===== config.mk =====
export PLATFORM = sky130hd
export DESIGN_NAME = icache_fill_fsm
export DESIGN_NICKNAME = d
export VERILOG_FILES = /design/src/rtl/icache_pkg.sv /design/src/rtl/icache_fill_fsm_fill_counter.sv /design/src/rtl/icache_fill_fsm.sv
export SDC_FILE = /design/constraint.sdc
export NUM_CORES = 1
export LEC_CHECK = 0
export ABC_AREA = 1
export ABC_CLOCK_PERIOD_IN_PS = 1300
export BUFFER_PORTS_ARGS = -buffer_cell sky130_fd_sc_hd__buf_2
export CORE_ASPECT_RATIO = 1.2
export CORE_MARGIN = 4
export CORE_UTILIZATION = 39
export DETAILED_ROUTE_END_ITERATION = 8
export PLACE_DENSITY = 0.77
export SETUP_SLACK_MARGIN = 0.1
export SYNTH_ARGS = -nofsm -noshare
export SYNTH_HDL_FRONTEND = slang
export SYNTH_SLANG_ARGS = --single-unit

===== constraint.sdc =====
create_clock -name clk -period 1.3 [get_ports clk]
set_input_delay 0.13 -clock clk [delete_from_list [all_inputs] [get_ports clk]]
set_output_delay 0.13 -clock clk [all_outputs]
set_load 0.005 [all_outputs]

===== src/rtl/icache_pkg.sv =====
// Shared definitions for the instruction-cache miss/fill controller.
//   WORDS_PER_BLOCK : words per cache block (power of two)
//   OFF_W           : word-offset width inside a block
//   CNT_W           : fill counter width (one extra bit so a full block count fits)
//   fill_state_e    : controller state encoding
//   block_align()   : clears the word-offset bits of an address
package icache_pkg;

    localparam int WORDS_PER_BLOCK = 8;
    localparam int OFF_W           = $clog2(WORDS_PER_BLOCK);
    localparam int CNT_W           = OFF_W + 1;

    typedef enum logic {
        IDLE = 1'b0,
        FILL = 1'b1
    } fill_state_e;

    // Works on a 32-bit container; callers narrow the result to their width.
    function automatic logic [31:0] block_align(input logic [31:0] addr);
        return addr & ~32'(WORDS_PER_BLOCK - 1);
    endfunction

endpackage


===== src/rtl/icache_fill_fsm_fill_counter.sv =====
// Small up-counter used for the request and return sides of a block fill.
//   clk, rst : clock, asynchronous active-high reset
//   clr      : synchronous clear (wins over inc)
//   inc      : count up by one
//   cnt      : current count
//   tc       : cnt equals TERM
module fill_counter #(
    parameter int W    = 4,
    parameter int TERM = 8
) (
    input  logic         clk,
    input  logic         rst,
    input  logic         clr,
    input  logic         inc,
    output logic [W-1:0] cnt,
    output logic         tc
);

    always_ff @(posedge clk or posedge rst) begin
        if (rst)      cnt <= '0;
        else if (clr) cnt <= '0;
        else if (inc) cnt <= cnt + W'(1);
    end

    assign tc = (cnt == W'(TERM));

endmodule


===== src/rtl/icache_fill_fsm.sv =====
// Instruction-cache miss handler: on a miss, stalls fetch, streams one block
// from pipelined main memory, writes each returned word into the data array
// and writes the tag together with the last word.
//   clk, rst            : clock, asynchronous active-high reset
//   miss_detected       : lookup missed this cycle
//   miss_address        : word address that missed
//   fsm_busy            : stall request to the pc / pipeline
//   mem_read_en         : one-word read request to memory
//   memory_address      : address of that request
//   memory_data_valid   : memory returns a word (in request order)
//   memory_data         : returned word
//   write_data_array    : data array write strobe
//   cache_word_offset   : word slot being written
//   cache_data          : word being written
//   write_tag_array     : tag/valid write strobe (last word cycle)
//   fill_tag            : block base address of the current/last fill
module icache_fill_fsm
    import icache_pkg::*;
#(
    parameter int ADDR_W = 16,
    parameter int DATA_W = 16
) (
    input  logic              clk,
    input  logic              rst,
    input  logic              miss_detected,
    input  logic [ADDR_W-1:0] miss_address,
    output logic              fsm_busy,
    output logic              mem_read_en,
    output logic [ADDR_W-1:0] memory_address,
    input  logic              memory_data_valid,
    input  logic [DATA_W-1:0] memory_data,
    output logic              write_data_array,
    output logic [OFF_W-1:0]  cache_word_offset,
    output logic [DATA_W-1:0] cache_data,
    output logic              write_tag_array,
    output logic [ADDR_W-1:0] fill_tag
);

    fill_state_e       state_q, state_d;
    logic [ADDR_W-1:0] base_q;
    logic              load_base;
    logic              fill_done;

    logic [CNT_W-1:0]  req_cnt, rcv_cnt;
    logic              req_all_sent;  // all words of the block requested
    logic              rcv_last;      // next return is the last word

    fill_counter #(.W(CNT_W), .TERM(WORDS_PER_BLOCK)) u_req_cnt (
        .clk (clk),
        .rst (rst),
        .clr (fill_done),
        .inc (mem_read_en),
        .cnt (req_cnt),
        .tc  (req_all_sent)
    );

    // Terminal count one short of a block flags the final return.
    fill_counter #(.W(CNT_W), .TERM(WORDS_PER_BLOCK - 1)) u_rcv_cnt (
        .clk (clk),
        .rst (rst),
        .clr (fill_done),
        .inc (write_data_array),
        .cnt (rcv_cnt),
        .tc  (rcv_last)
    );

    always_ff @(posedge clk or posedge rst) begin
        if (rst) begin
            state_q <= IDLE;
            base_q  <= '0;
        end else begin
            state_q <= state_d;
            if (load_base) base_q <= ADDR_W'(block_align(32'(miss_address)));
        end
    end

    always_comb begin
        state_d           = state_q;
        load_base         = 1'b0;
        fill_done         = 1'b0;
        fsm_busy          = 1'b0;
        mem_read_en       = 1'b0;
        memory_address    = '0;
        write_data_array  = 1'b0;
        cache_word_offset = '0;
        cache_data        = '0;
        write_tag_array   = 1'b0;

        unique case (state_q)
            IDLE: begin
                // Combinational stall so fetch holds in the miss cycle itself.
                fsm_busy = miss_detected;
                if (miss_detected) begin
                    state_d   = FILL;
                    load_base = 1'b1;
                end
            end
            FILL: begin
                fsm_busy = 1'b1;
                if (!req_all_sent) begin
                    mem_read_en    = 1'b1;
                    memory_address = base_q + ADDR_W'(req_cnt);
                end
                if (memory_data_valid) begin
                    write_data_array  = 1'b1;
                    cache_word_offset = rcv_cnt[OFF_W-1:0];
                    cache_data        = memory_data;
                    if (rcv_last) begin
                        write_tag_array = 1'b1;
                        fill_done       = 1'b1;
                        state_d         = IDLE;
                    end
                end
            end
            default: state_d = IDLE;
        endcase
    end

    assign fill_tag = base_q;

`ifndef SYNTHESIS
    // Memory may only return words that were already requested.
    a_no_early_return: assert property (@(posedge clk) disable iff (rst)
        (state_q == FILL && memory_data_valid) |-> (req_cnt != rcv_cnt));
`endif

endmodule

# --- After elaboration in Yosys (flattened, before gate mapping) ---
# Cells that the tools add are included.
word_totals:
  regBits: 22
  out_inout_bits: 55
  wordCells: 35
classes:
  addsub: 3
  eq_ne: 2
  mux: 23
  bitwise_logic: 1
  reduce_logical: 2
ops:
  columns: ["cell", "count"]
  rows:
  - ["2-to-1 mux 16 bit", 4]
  - ["adder 16 x 4 -> 16 bit", 1]
  - ["2-to-1 mux 4 bit", 4]
  - ["2-to-1 mux 1 bit", 11]
  - ["adder 4 x 1 -> 4 bit, second input constant", 2]
  - ["2-to-1 mux 3 bit", 2]
  - ["== test 4 x 3 -> 1 bit, second input constant", 1]
  - ["== test 4 bit, second input constant", 1]
  - ["case mux 1 bit (2 select lines)", 2]
  - ["nonzero test 2 bit", 2]
  - ["inverter 1 bit", 1]

# --- Longest topological paths before layout ---
depth:
  depth_word: 5
  ltp_mapped: 7
  depth_no_buf: 7

# --- Hierarchy ---
# From an unflattened synthesis, not the netlist that was laid out.
unflattened:
  cells_unflattened: 229
  area_unflattened_um2: 1557.7
modules_own_cells:
  columns: ["mod", "n_inst", "cells_each", "area_per_inst_um2", "seq_area_each_um2"]
  rows:
  - ["icache_fill_fsm", 1, 174, 1113.6, 350.3]
  - ["fill_counter (u_req_cnt)", 1, 29, 229.0, 100.1]
  - ["fill_counter (u_rcv_cnt)", 1, 26, 215.2, 100.1]

# --- Worst setup path after synthesis ---
# No wires, ideal clock.
synth_path:
  path_type: "register to output"
  start: "register u_req_cnt.cnt[0]"
  end: "output memory_address[12]"
  arrival_time_ps: 1145
  setup_slack_ps: 25
  path_stages_with_launch: 8
  path_buffers: 0
  cell_sequence: "dfrtp_1 > inv_1 > ha_1 > nand3_1 > nand2_2 > inv_2 > nand2_1 > a21oi_1"
synth_via:
  elab_chain_len: 3
synth_lines:
  columns: ["element", "line_no", "rtl"]
  rows:
  - ["start: declaration", "icache_fill_fsm_fill_counter.sv:15", "output logic [W-1:0] cnt,"]
  - ["start signal: assignment", "icache_fill_fsm_fill_counter.sv:22", "else if (inc) cnt <= cnt + W'(1);"]
  - ["adder 16 x 4 -> 16 bit or == test 4 bit (tied branches)", "icache_fill_fsm.sv:102, icache_fill_fsm_fill_counter.sv:25", null]
  - ["2-to-1 mux 16 bit (*)", "icache_fill_fsm.sv:100", "if (!req_all_sent) begin"]
  - ["2-to-1 mux 16 bit (*)", "icache_fill_fsm.sv:89", "unique case (state_q)"]
  - ["end: declaration", "icache_fill_fsm.sv:29", "output logic [ADDR_W-1:0] memory_address,"]
# Every way passes the cells marked *; elsewhere a longest branch is shown, timed or not.

# --- Worst setup path after layout ---
layout_path:
  start: "register u_req_cnt.cnt[3]"
  end: "output memory_address[7]"
# The elaborated chain is that of the path after synthesis.

==> qor.txt <==
Die ar.: 4790 sq um
P&R area growth vs syn: 89.7%
Via density: 4.71
Total negative slack: -6.63 ns
Outcome: finished with violations
Seq/Total Area, Yosys: 0.377
Port buffer count: 84
Synth top area share: 0.377
Nets: 369
Top post-synthesis cells by area: dfrtp_1, nor2_1, inv_1, nand2_1, a21oi_1
GPL Wtd Cong: 0.796
Drt pass-1 iters: 4
Routed WL: 5270 microns
Global-route wire length before repair: 7310 microns
Hold Violations, Final: 0
GRT Resource Usage Total: 0.193
Die Width: 63.8 microns
Initial antenna violation count: 0
VDD IR max: 1.50 mV
Fmax: 0.573 GHz
Row count: 24
Cell-by-cell trace of the critical path: ha_2 > nand2_4 > nor2_4 > buf_4 > nor2_2 > nor3_2 > buf_2
Register bit total from synthesis: 22
Initial core utilization: 0.402
Crit Path Class: flip-flop to primary output
Fin crit period: 1.75 ns
Final Skew: 0.000656 ns
Drt drc: 0
Main synth FF type: dfrtp_1
Distinct cell type count after synthesis: 20
Commonest cells in the netlist: nor2_1, inv_1, nand2_1, dfrtp_1, a21oi_1
Buf+Inv Stages, Crit Path: 2
Met3 Usage GRT: 0.0418
Max stage delay cell, worst path: dfrtp_1
Synth area leader: dfrtp_1
Cell area after synthesis: 1460 sq um
Core footprint: 3630 sq um
GR met2 Demand/Resource: 0.365
Setup crit end kind: primary output
Post-synthesis cell count: 204
Final period util: 1.34
Number of global-route vias before repair: 1,703
M1 GR Usage: 0.209
CP top delay family: simple AND/OR/NAND/NOR gates
Max cap viols: 0
Slowest cell delay on critical path: 0.40 ns
Most common cell in the netlist: nor2_1
Share of cells above drive strength 1: 0.644
Initial DRC Count: 29
Failing checks: negative setup slack
Req. time, crit path: 1.17 ns
Total grt overflow: 0
Height of the die: 75 microns
DR vias: 1,780
Skew-Pair Late Insertion Delay: 0.27 ns
Leak: 1.49 nW
Startpoint type of the worst setup path: flip-flop
Setup WS post-layout: -0.445 ns
Most Crowded Layer GR: met2
Pwr dens: 2070 nW/um^2
Synth warnings: 0
Drt wl/cell: 14.0 microns
Slew Limit Fails: 0
Clk sinks: 22
I/O Pins: 91
Root Buffer: clkbuf_8
Syn Area/Cell: 7.15 sq um
Worst-path clk slew: 0.08 ns
Remaining antenna violation count: 0
HPWL Detailed: 3030 microns
Hold Path Class: input port to flip-flop
Final setup vio count: 47
H-tree levels: 1
Placement Setup Slack: -0.0868 ns
CP max FO: 5
Number of enable flip-flop cells after synthesis: 0
N_diodes: 0
Ys async rst share: 1.00
CP arrival: 1.62 ns
RSZ-0062 raised after global routing: true
Largest net degree at the start of global routing: 23
Maximum buffer depth of the clock tree: 2
CTS tree: yes
CTS buffer count: 3
## metal layers
| layer | part of all wire | wire, microns |
|---|---|---|
| met5 | 0 | 0 |
| met3 | 0.077 | 408 |
| met2 | 0.55 | 2900 |
| met4 | 0.027 | 141 |
| met1 | 0.35 | 1830 |
## final timing paths
kind / from / endpoint / slack, ns / cells after the start
worst max-delay path: u_req_cnt.cnt[3] / memory_address[7] / -0.45 / 7
worst min-delay path: miss_address[4] / fill_tag[4] / 0.09 / 2
worst max register to register: u_req_cnt.cnt[3] / u_req_cnt.cnt[1] / -0.13 / 8
worst min register to register: fill_tag[15] / fill_tag[15] / 0.57 / 2
max in group asynchronous: rst / fill_tag[6] / 0.62 / 4
min in group asynchronous: rst / u_rcv_cnt.cnt[1] / 0.45 / 4
## metrics by stage
stage	cell area [sq um]	power, mW	cells	utilization	hold slack, ns
2_1_floorplan	1480	2.74	206	-	0.119
3_3_place_gp	2020	3.90	351	0.556	0.179
3_5_place_dp	2020	3.96	351	0.556	0.187
4_1_cts	2380	4.98	369	0.655	0.0909
5_1_grt	2770	6.21	378	0.762	0.0947
6_report	2770	5.72	378	0.762	0.0948
## placed cells by master, fill, tap and decap left out, types with 3 or more instances in the layout
| cell | netlist | routed |
|---|---|---|
| buf_2 | 0 | 79 |
| inv_1 | 38 | 32 |
| nand2_1 | 30 | 22 |
| dfrtp_1 | 22 | 22 |
| buf_6 | 3 | 21 |
| nor2_4 | 2 | 19 |
| nor2_1 | 49 | 18 |
| buf_4 | 4 | 18 |
| nor2_2 | 3 | 17 |
| a21oi_2 | 0 | 10 |
| mux2_4 | 0 | 6 |
| nand2_2 | 3 | 6 |
| nand3_1 | 9 | 5 |
| nand2_8 | 0 | 4 |
| a21oi_1 | 14 | 4 |
| inv_2 | 1 | 4 |
| nand3_2 | 1 | 4 |
| xor2_1 | 4 | 4 |
| o21ai_2 | 0 | 3 |
| conb_1 | 1 | 3 |
| clkbuf_8 | 0 | 3 |
## power by group
group | internal, mW | total, mW | leakage, nW | switching (mW)
sequential | 1.03 | 1.35 | 0.251 | 0.323
clock | 0.207 | 0.427 | 0.0216 | 0.219
combinational | 1.96 | 3.94 | 1.22 | 1.98
total | 3.20 | 5.72 | 1.49 | 2.53
## logic make-up after synthesis
group,share of synthesized area
AND/OR/NAND/NOR,0.296
buffers and inverters,0.144
other,0.00257
flip-flops,0.377
multiplexers,0.0463
AO/OA/AOI/OAI,0.0669
XOR/XNOR,0.0240
adder cells (fa/ha/maj),0.0429
## final cells by class
cell class	count	area, sq um
clock buffer	3	41.3
multi-input combinational	139	1100
inverter	39	158
sequential	22	551
timing repair inverter	1	11.3
tap	52	65.1
fill	280	866
timing repair buffer	122	845
## registers in the layout, summed over array words and instances, names as in the netlist
signal,cells
fill_tag,13
state_q,1
u_rcv_cnt.cnt,4
u_req_cnt.cnt,4
## what timing repair did
item,CTS,global route
resized for setup,54,86
hold buffers,1,0
hold endpoints to repair,22,0
buffers inserted,11,12
cloned,3,0
pin swaps,10,19
endpoints found under the setup margin,40,61
(Power assumes the default switching activity.)
